===== src/rtl/pipe_pkg.sv =====
`default_nettype none
// ============================================================================
//  Module      : pipe_pkg
//  Description : Shared types and constants for the EX->MEM pipeline stage:
//                payload struct, skid-buffer state enum, default widths and
//                control-vector bit positions.
//  Revision    : 1.0 - initial release
// ============================================================================
package pipe_pkg;

   // Default widths of the EX->MEM payload fields
   localparam int c_PC_W   = 16;
   localparam int c_DATA_W = 32;
   localparam int c_RA_W   = 5;
   localparam int c_CTRL_W = 8;
   localparam int c_CNT_W  = 16;

   // Bubble control word: MemRead_n high (no read), everything else off
   localparam logic [c_CTRL_W-1:0] c_CTRL_RST = 8'h02;

   // Bit positions inside the packed control vector
   localparam int c_CTRL_REGWRITE  = 0;
   localparam int c_CTRL_MEMREAD_N = 1;
   localparam int c_CTRL_MEMTOREG  = 2;
   localparam int c_CTRL_BRANCH    = 3;
   localparam int c_CTRL_ZERO      = 4;

   // One in-flight instruction as it crosses from EX to MEM
   typedef struct packed {
      logic [c_PC_W-1:0]   pc;
      logic [c_DATA_W-1:0] alu;
      logic [c_DATA_W-1:0] wdata;
      logic [c_RA_W-1:0]   rd;
      logic [c_CTRL_W-1:0] ctrl;
   } ex_mem_pl_t;

   // Occupancy of the head + skid storage
   typedef enum logic [1:0] {
      EMPTY = 2'd0,
      ONE   = 2'd1,
      TWO   = 2'd2
   } skid_state_t;

endpackage
`default_nettype wire


===== src/rtl/pipe_skid_buf.sv =====
`default_nettype none
// ============================================================================
//  Module      : pipe_skid_buf
//  Description : Two-entry (head + skid) pipeline buffer with registered
//                in_ready. Head drives the output; skid catches the entry
//                that arrives while the head is stalled. Flush empties both.
//  Revision    : 1.0 - initial release
// ============================================================================
module pipe_skid_buf
   import pipe_pkg::*;
#(
   parameter int WIDTH = 8
) (
   input  logic             clk,
   input  logic             rst_n,
   input  logic             flush,
   input  logic             in_valid,
   output logic             in_ready,
   input  logic [WIDTH-1:0] in_data,
   output logic             out_valid,
   input  logic             out_ready,
   output logic [WIDTH-1:0] out_data
);

   skid_state_t      r_state;
   skid_state_t      w_state_nxt;
   logic             r_in_ready;
   logic [WIDTH-1:0] r_head;
   logic [WIDTH-1:0] r_skid;
   logic             w_in_xfer;
   logic             w_out_xfer;
   logic             w_load_head_in;
   logic             w_load_head_skid;
   logic             w_load_skid;

   assign out_valid  = (r_state != EMPTY);
   assign out_data   = r_head;
   assign in_ready   = r_in_ready;
   assign w_in_xfer  = in_valid && r_in_ready;
   assign w_out_xfer = out_valid && out_ready;

   // Next occupancy and which register captures what; flush overrides all
   always_comb begin
      w_state_nxt      = r_state;
      w_load_head_in   = 1'b0;
      w_load_head_skid = 1'b0;
      w_load_skid      = 1'b0;
      if (flush) begin
         w_state_nxt = EMPTY;
      end else begin
         case (r_state)
            EMPTY: begin
               if (w_in_xfer) begin
                  w_state_nxt    = ONE;
                  w_load_head_in = 1'b1;
               end
            end
            ONE: begin
               if (w_in_xfer && w_out_xfer) begin
                  w_load_head_in = 1'b1;
               end else if (w_out_xfer) begin
                  w_state_nxt = EMPTY;
               end else if (w_in_xfer) begin
                  w_state_nxt = TWO;
                  w_load_skid = 1'b1;
               end
            end
            TWO: begin
               if (w_out_xfer) begin
                  w_state_nxt      = ONE;
                  w_load_head_skid = 1'b1;
               end
            end
            default: w_state_nxt = EMPTY;
         endcase
      end
   end

   // State register; in_ready is precomputed so it never depends on out_ready
   always_ff @(posedge clk or negedge rst_n) begin
      if (!rst_n) begin
         r_state    <= EMPTY;
         r_in_ready <= 1'b1;
      end else begin
         r_state    <= w_state_nxt;
         r_in_ready <= (w_state_nxt != TWO);
      end
   end

   // Payload storage; head keeps its last value when the buffer drains
   always_ff @(posedge clk or negedge rst_n) begin
      if (!rst_n) begin
         r_head <= '0;
         r_skid <= '0;
      end else begin
         if (w_load_head_in) begin
            r_head <= in_data;
         end else if (w_load_head_skid) begin
            r_head <= r_skid;
         end
         if (w_load_skid) begin
            r_skid <= in_data;
         end
      end
   end

endmodule
`default_nettype wire


===== src/rtl/ex_mem_stage.sv =====
`default_nettype none
// ============================================================================
//  Module      : ex_mem_stage
//  Description : EX->MEM pipeline register with valid/ready handshake, flush,
//                bubble insertion on an empty head and a saturating
//                back-pressure cycle counter.
//                Build option EX_MEM_SKID_EN: when defined, a two-entry skid
//                buffer gives a registered in_ready; when undefined, a single
//                head register with combinational in_ready is used.
//  Revision    : 1.0 - initial release
// ============================================================================
module ex_mem_stage
   import pipe_pkg::*;
#(
   parameter int                PC_W     = c_PC_W,
   parameter int                DATA_W   = c_DATA_W,
   parameter int                RA_W     = c_RA_W,
   parameter int                CTRL_W   = c_CTRL_W,
   parameter logic [CTRL_W-1:0] CTRL_RST = c_CTRL_RST,
   parameter int                CNT_W    = c_CNT_W
) (
   input  logic              clk,
   input  logic              rst_n,
   input  logic              in_valid,
   output logic              in_ready,
   input  logic [PC_W-1:0]   in_pc,
   input  logic [DATA_W-1:0] in_alu,
   input  logic [DATA_W-1:0] in_wdata,
   input  logic [RA_W-1:0]   in_rd,
   input  logic [CTRL_W-1:0] in_ctrl,
   input  logic              flush,
   output logic              out_valid,
   input  logic              out_ready,
   output logic [PC_W-1:0]   out_pc,
   output logic [DATA_W-1:0] out_alu,
   output logic [DATA_W-1:0] out_wdata,
   output logic [RA_W-1:0]   out_rd,
   output logic [CTRL_W-1:0] out_ctrl,
   output logic [CNT_W-1:0]  stall_cnt,
   input  logic              clr_cnt
);

   localparam int c_PL_W = PC_W + 2 * DATA_W + RA_W + CTRL_W;

   logic [c_PL_W-1:0] w_in_pl;
   logic [c_PL_W-1:0] w_head_pl;
   logic              w_head_valid;
   logic [CTRL_W-1:0] w_head_ctrl;
   logic [CNT_W-1:0]  r_stall_cnt;

   assign w_in_pl = {in_pc, in_alu, in_wdata, in_rd, in_ctrl};

`ifdef EX_MEM_SKID_EN
   pipe_skid_buf #(
      .WIDTH (c_PL_W)
   ) u_skid (
      .clk       (clk),
      .rst_n     (rst_n),
      .flush     (flush),
      .in_valid  (in_valid),
      .in_ready  (in_ready),
      .in_data   (w_in_pl),
      .out_valid (w_head_valid),
      .out_ready (out_ready),
      .out_data  (w_head_pl)
   );
`else
   logic              r_valid;
   logic [c_PL_W-1:0] r_head;

   // Single slot: can take a new entry when empty or when the head leaves now
   assign in_ready     = !r_valid || out_ready;
   assign w_head_valid = r_valid;
   assign w_head_pl    = r_head;

   // Head register; flush drops both the held entry and the incoming one
   always_ff @(posedge clk or negedge rst_n) begin
      if (!rst_n) begin
         r_valid <= 1'b0;
         r_head  <= '0;
      end else if (flush) begin
         r_valid <= 1'b0;
      end else if (in_valid && in_ready) begin
         r_valid <= 1'b1;
         r_head  <= w_in_pl;
      end else if (out_ready) begin
         r_valid <= 1'b0;
      end
   end
`endif

   assign {out_pc, out_alu, out_wdata, out_rd, w_head_ctrl} = w_head_pl;
   assign out_valid = w_head_valid;
   // Empty head presents a bubble so MEM never writes or reads on stale data
   assign out_ctrl  = w_head_valid ? w_head_ctrl : CTRL_RST;
   assign stall_cnt = r_stall_cnt;

   // Saturating count of cycles where MEM holds off a valid entry
   always_ff @(posedge clk or negedge rst_n) begin
      if (!rst_n) begin
         r_stall_cnt <= '0;
      end else if (clr_cnt) begin
         r_stall_cnt <= '0;
      end else if (w_head_valid && !out_ready && !flush &&
                   (r_stall_cnt != {CNT_W{1'b1}})) begin
         r_stall_cnt <= r_stall_cnt + 1'b1;
      end
   end

endmodule
`default_nettype wire


===== config.mk =====
export PLATFORM = sky130hd
export DESIGN_NAME = ex_mem_stage
export DESIGN_NICKNAME = d
export VERILOG_FILES = /design/src/rtl/pipe_pkg.sv /design/src/rtl/pipe_skid_buf.sv /design/src/rtl/ex_mem_stage.sv
export SDC_FILE = /design/constraint.sdc
export NUM_CORES = 1
export LEC_CHECK = 0
export ABC_AREA = 1
export CORE_MARGIN = 1
export CORE_UTILIZATION = 45
export DETAILED_ROUTE_END_ITERATION = 12
export PLACE_DENSITY_LB_ADDON = 0.15
export SYNTH_ARGS = -nofsm -noshare
export SYNTH_HDL_FRONTEND = slang
export SYNTH_HIERARCHICAL = 1
export SYNTH_SLANG_ARGS = --single-unit

===== constraint.sdc =====
create_clock -name clk -period 4.1 [get_ports clk]
set_input_delay 0.615 -clock clk [delete_from_list [all_inputs] [get_ports clk]]
set_output_delay 0.615 -clock clk [all_outputs]
set_load 0.01 [all_outputs]

==> flow_metrics.py <==
metrics = {
    "critical_path": {
        "cp_slowest_cell": "clkdlybuf4s50_1",
        "crit_type": "input port to output port",
        "crit_top_cell": "clkdlybuf4s50_1",
        "cp_max_fo": 3,
        "worstPathRequired_ns": 3.48,
        "cpPeakStageDelay_ns": 0.56,
        "crit_path_start_kind": "input port",
        "crit_arrival_ns": 1.80,
        "worstSetupEndpointType": "output port",
        "cp_top_family": "buffers and inverters",
        "path_buf_inv": 3,
        "crit_chain": "clkdlybuf4s50_1, inv_1, nand2_1, clkdlybuf4s50_1",
        "r2r_slack_ns": 1.96,
    },
    "clock_network": {
        "htree_levels": 3,
        "clockRootBuffer": "clkbuf_16",
        "path_clk_slew_ns": 0.07,
        "cts_made_buffers": 9,
        "hold_buffers": 0,
        "numClockSinks": 110,
        "cts_tree": "yes",
        "post_cts_resize_count": 0,
        "cts_setup_buffers": 0,
        "clock_latency_ns": 0.34,
        "clock_path_buffers": 2,
    },
    "sta": {
        "setup_viol": 0,
        "finClkSkew_ns": 0.006601,
        "hold_violations": 0,
        "final.setup.worst_slack_ns": 1.688,
        "worst_slew_pin_slew_ns": 0.6819,
        "fmax_mhz": 414.6,
        "slew_viol_final": 0,
        "setup-tns-final_ns": 0,
        "rsz0062_at_grt": "no",
        "post-route-period-util": 0.5882,
        "relSlewSlack": 0.5449,
        "fin_crit_ns": 2.412,
    },
    "power": {
        "leakage_nw": 3.074,
        "pwr_density_cell_nw_per_um2": 413.2,
        "internal_power_w": 0.002226,
        "clockPowerShare": 0.304,
        "combPwrFrac": 0.246,
        "p_switching_w": 0.0007142,
        "peakVddDrop_mv": 0.2847,
        "swShare": 0.2429,
        "p_seq_frac": 0.450,
    },
    "synthesis": {
        "synthTopCellsByArea": "dfrtp_1 (53%), mux2_2 (18%), buf_4 (12%), nand2_1 (5.0%), mux2_1 (2.2%)",
        "yosys.area.top_type": "dfrtp_1",
        "synth_ff_type": "dfrtp_1",
        "ys_ff_latch": 110,
        "synth_area_um2": 5207,
        "async_reset_ff_frac": 1.000,
        "syn_inst": 456,
        "post_synth_num_cell_types": 21,
        "yosys.area.top_type_share": 0.5286,
        "ys_seq_area_frac": 0.5286,
        "synth_warnings": 6,
        "synth_edf_count": 0,
        "synth.most_common_cell": "dfrtp_1",
        "synth.net_count": 556,
        "synth.avg_cell_area_um2": 11.42,
        "ys_top_cells_by_count": "dfrtp_1 (110), buf_4 (85), mux2_2 (82)",
    },
    "global_routing": {
        "antenna_found_initial": 0,
        "grt_pass1_vias": 3457,
        "grt_use_total": 0.1877,
        "grt_max_degree": 52,
        "overflow": 0,
        "grt_pass1_wl_um": 17040,
    },
    "route": {
        "wire_per_inst_um": 15.09,
        "dr_total_vias": 3475,
        "drt_iter0_drc": 93,
        "drt-pass1-iter-count": 4,
        "wl_um": 10940,
        "viasPerCell": 4.793,
        "antenna_left": 0,
        "drcViolationCount": 0,
    },
    "placed_design": {
        "routabilityCongestion": 0.7838,
        "port_buffers": 209,
        "dpl_worst_slack_ns": 1.359,
        "hpwlAfterDp_um": 8017,
    },
    "final_layout": {
        "antenna_cells": 0,
        "drive_above_1_share": 0.1863,
        "fill_cells": 932,
        "area_delta_synth_final_pct": 36.67,
        "num-nets-final": 680,
    },
    "die": {
        "die_h_um": 109.6,
        "die-area_um2": 12010,
        "std_cell_rows": 38,
        "die_w_um": 109.6,
        "start_util": 0.4701,
        "io_pins": 210,
        "core_area_um2": 11080,
    },
    "flow_run": {
        "cap_violations": 0,
    },
    "hold_path": {
        "hp-class": "input port to async pin",
    },
    "run_status": {
        "status": "completed",
    },
}
## routing by layer
metal	vias up	global-route usage	part of all wire
met3	14	0.05335	0.092
met1	1658	0.2308	0.42
li1	1657	-	-
met4	0	0.07619	0.017
met2	146	0.3104	0.47
met5	-	0	0
## sequential cells by signal (all words and copies together), names as in the netlist
signal,cells
stall_cnt,16
r_head,93
out_valid,1
## power groups by stage
| stage | Combinational [W] | Clock [W] | Sequential (W) |
|---|---|---|---|
| 3_3_place_gp | 0.000722 | 0 | 0.00134 |
| 3_5_place_dp | 0.000733 | 0 | 0.00135 |
| 5_1_grt | 0.000775 | 0.000967 | 0.00135 |
| 4_1_cts | 0.000736 | 0.000920 | 0.00133 |
| 2_1_floorplan | 0.000480 | 0 | 0.00132 |
| 6_report | 0.000724 | 0.000893 | 0.00132 |
## cell type report
type,count,area [um^2],area share
multi-input combinational,223,1664,0.2338
timing repair buffer,212,2125,0.2985
sequential,110,2753,0.3868
clock inverter,4,53.80,0.007560
clock buffer,12,256.5,0.03604
tap,140,175.2,0.02461
inverter,24,90.09,0.01266
## path summary, 6_finish.rpt
check | start | endpoint | depth (start not counted)
min reg2reg | r_head[56]$_DFFE_PN0P_ | r_head[56]$_DFFE_PN0P_ | 1
min in group clk | r_head[56]$_DFFE_PN0P_ | r_head[56]$_DFFE_PN0P_ | 1
max in group asynchronous | rst_n | r_head[20]$_DFFE_PN0P_ | 2
max | out_ready | in_ready | 4
max reg2reg | out_valid$_DFFE_PN0P_ | r_head[40]$_DFFE_PN0P_ | 4
min | rst_n | r_head[48]$_DFFE_PN0P_ | 1
## cell families after synthesis
logic type,share of synthesized area
compound gates,0.002882
fa+ha+maj,0.002402
flops,0.5286
simple gates,0.1062
buf+inv,0.1543
mux,0.1989
xor+xnor,0.006727
## metrics by stage
step           total power (W)  instances  hold WS [ns]  utilization  instance area (um^2)
2_1_floorplan         0.001803        456        0.3194            -                  5207
3_3_place_gp          0.002060        709        0.4729       0.6144                  6807
3_5_place_dp          0.002079        709        0.4799       0.6144                  6807
4_1_cts               0.002982        725        0.3179       0.6424                  7117
5_1_grt               0.003089        725        0.3492       0.6424                  7117
6_report              0.002940        725        0.3058       0.6424                  7117
## placed cells by master (no fill, tap or decap), types with 9 or more instances in the layout
cell	synthesis	routed
mux2_1	10	10
clkbuf_16	0	9
clkdlybuf4s50_1	0	208
dfrtp_1	110	110
nand2_1	69	69
mux2_2	82	82
nand4_1	13	13
nor2_1	15	15
nand3_1	17	16
inv_1	24	24
No activity file was read; power rests on OpenSTA's default activity.
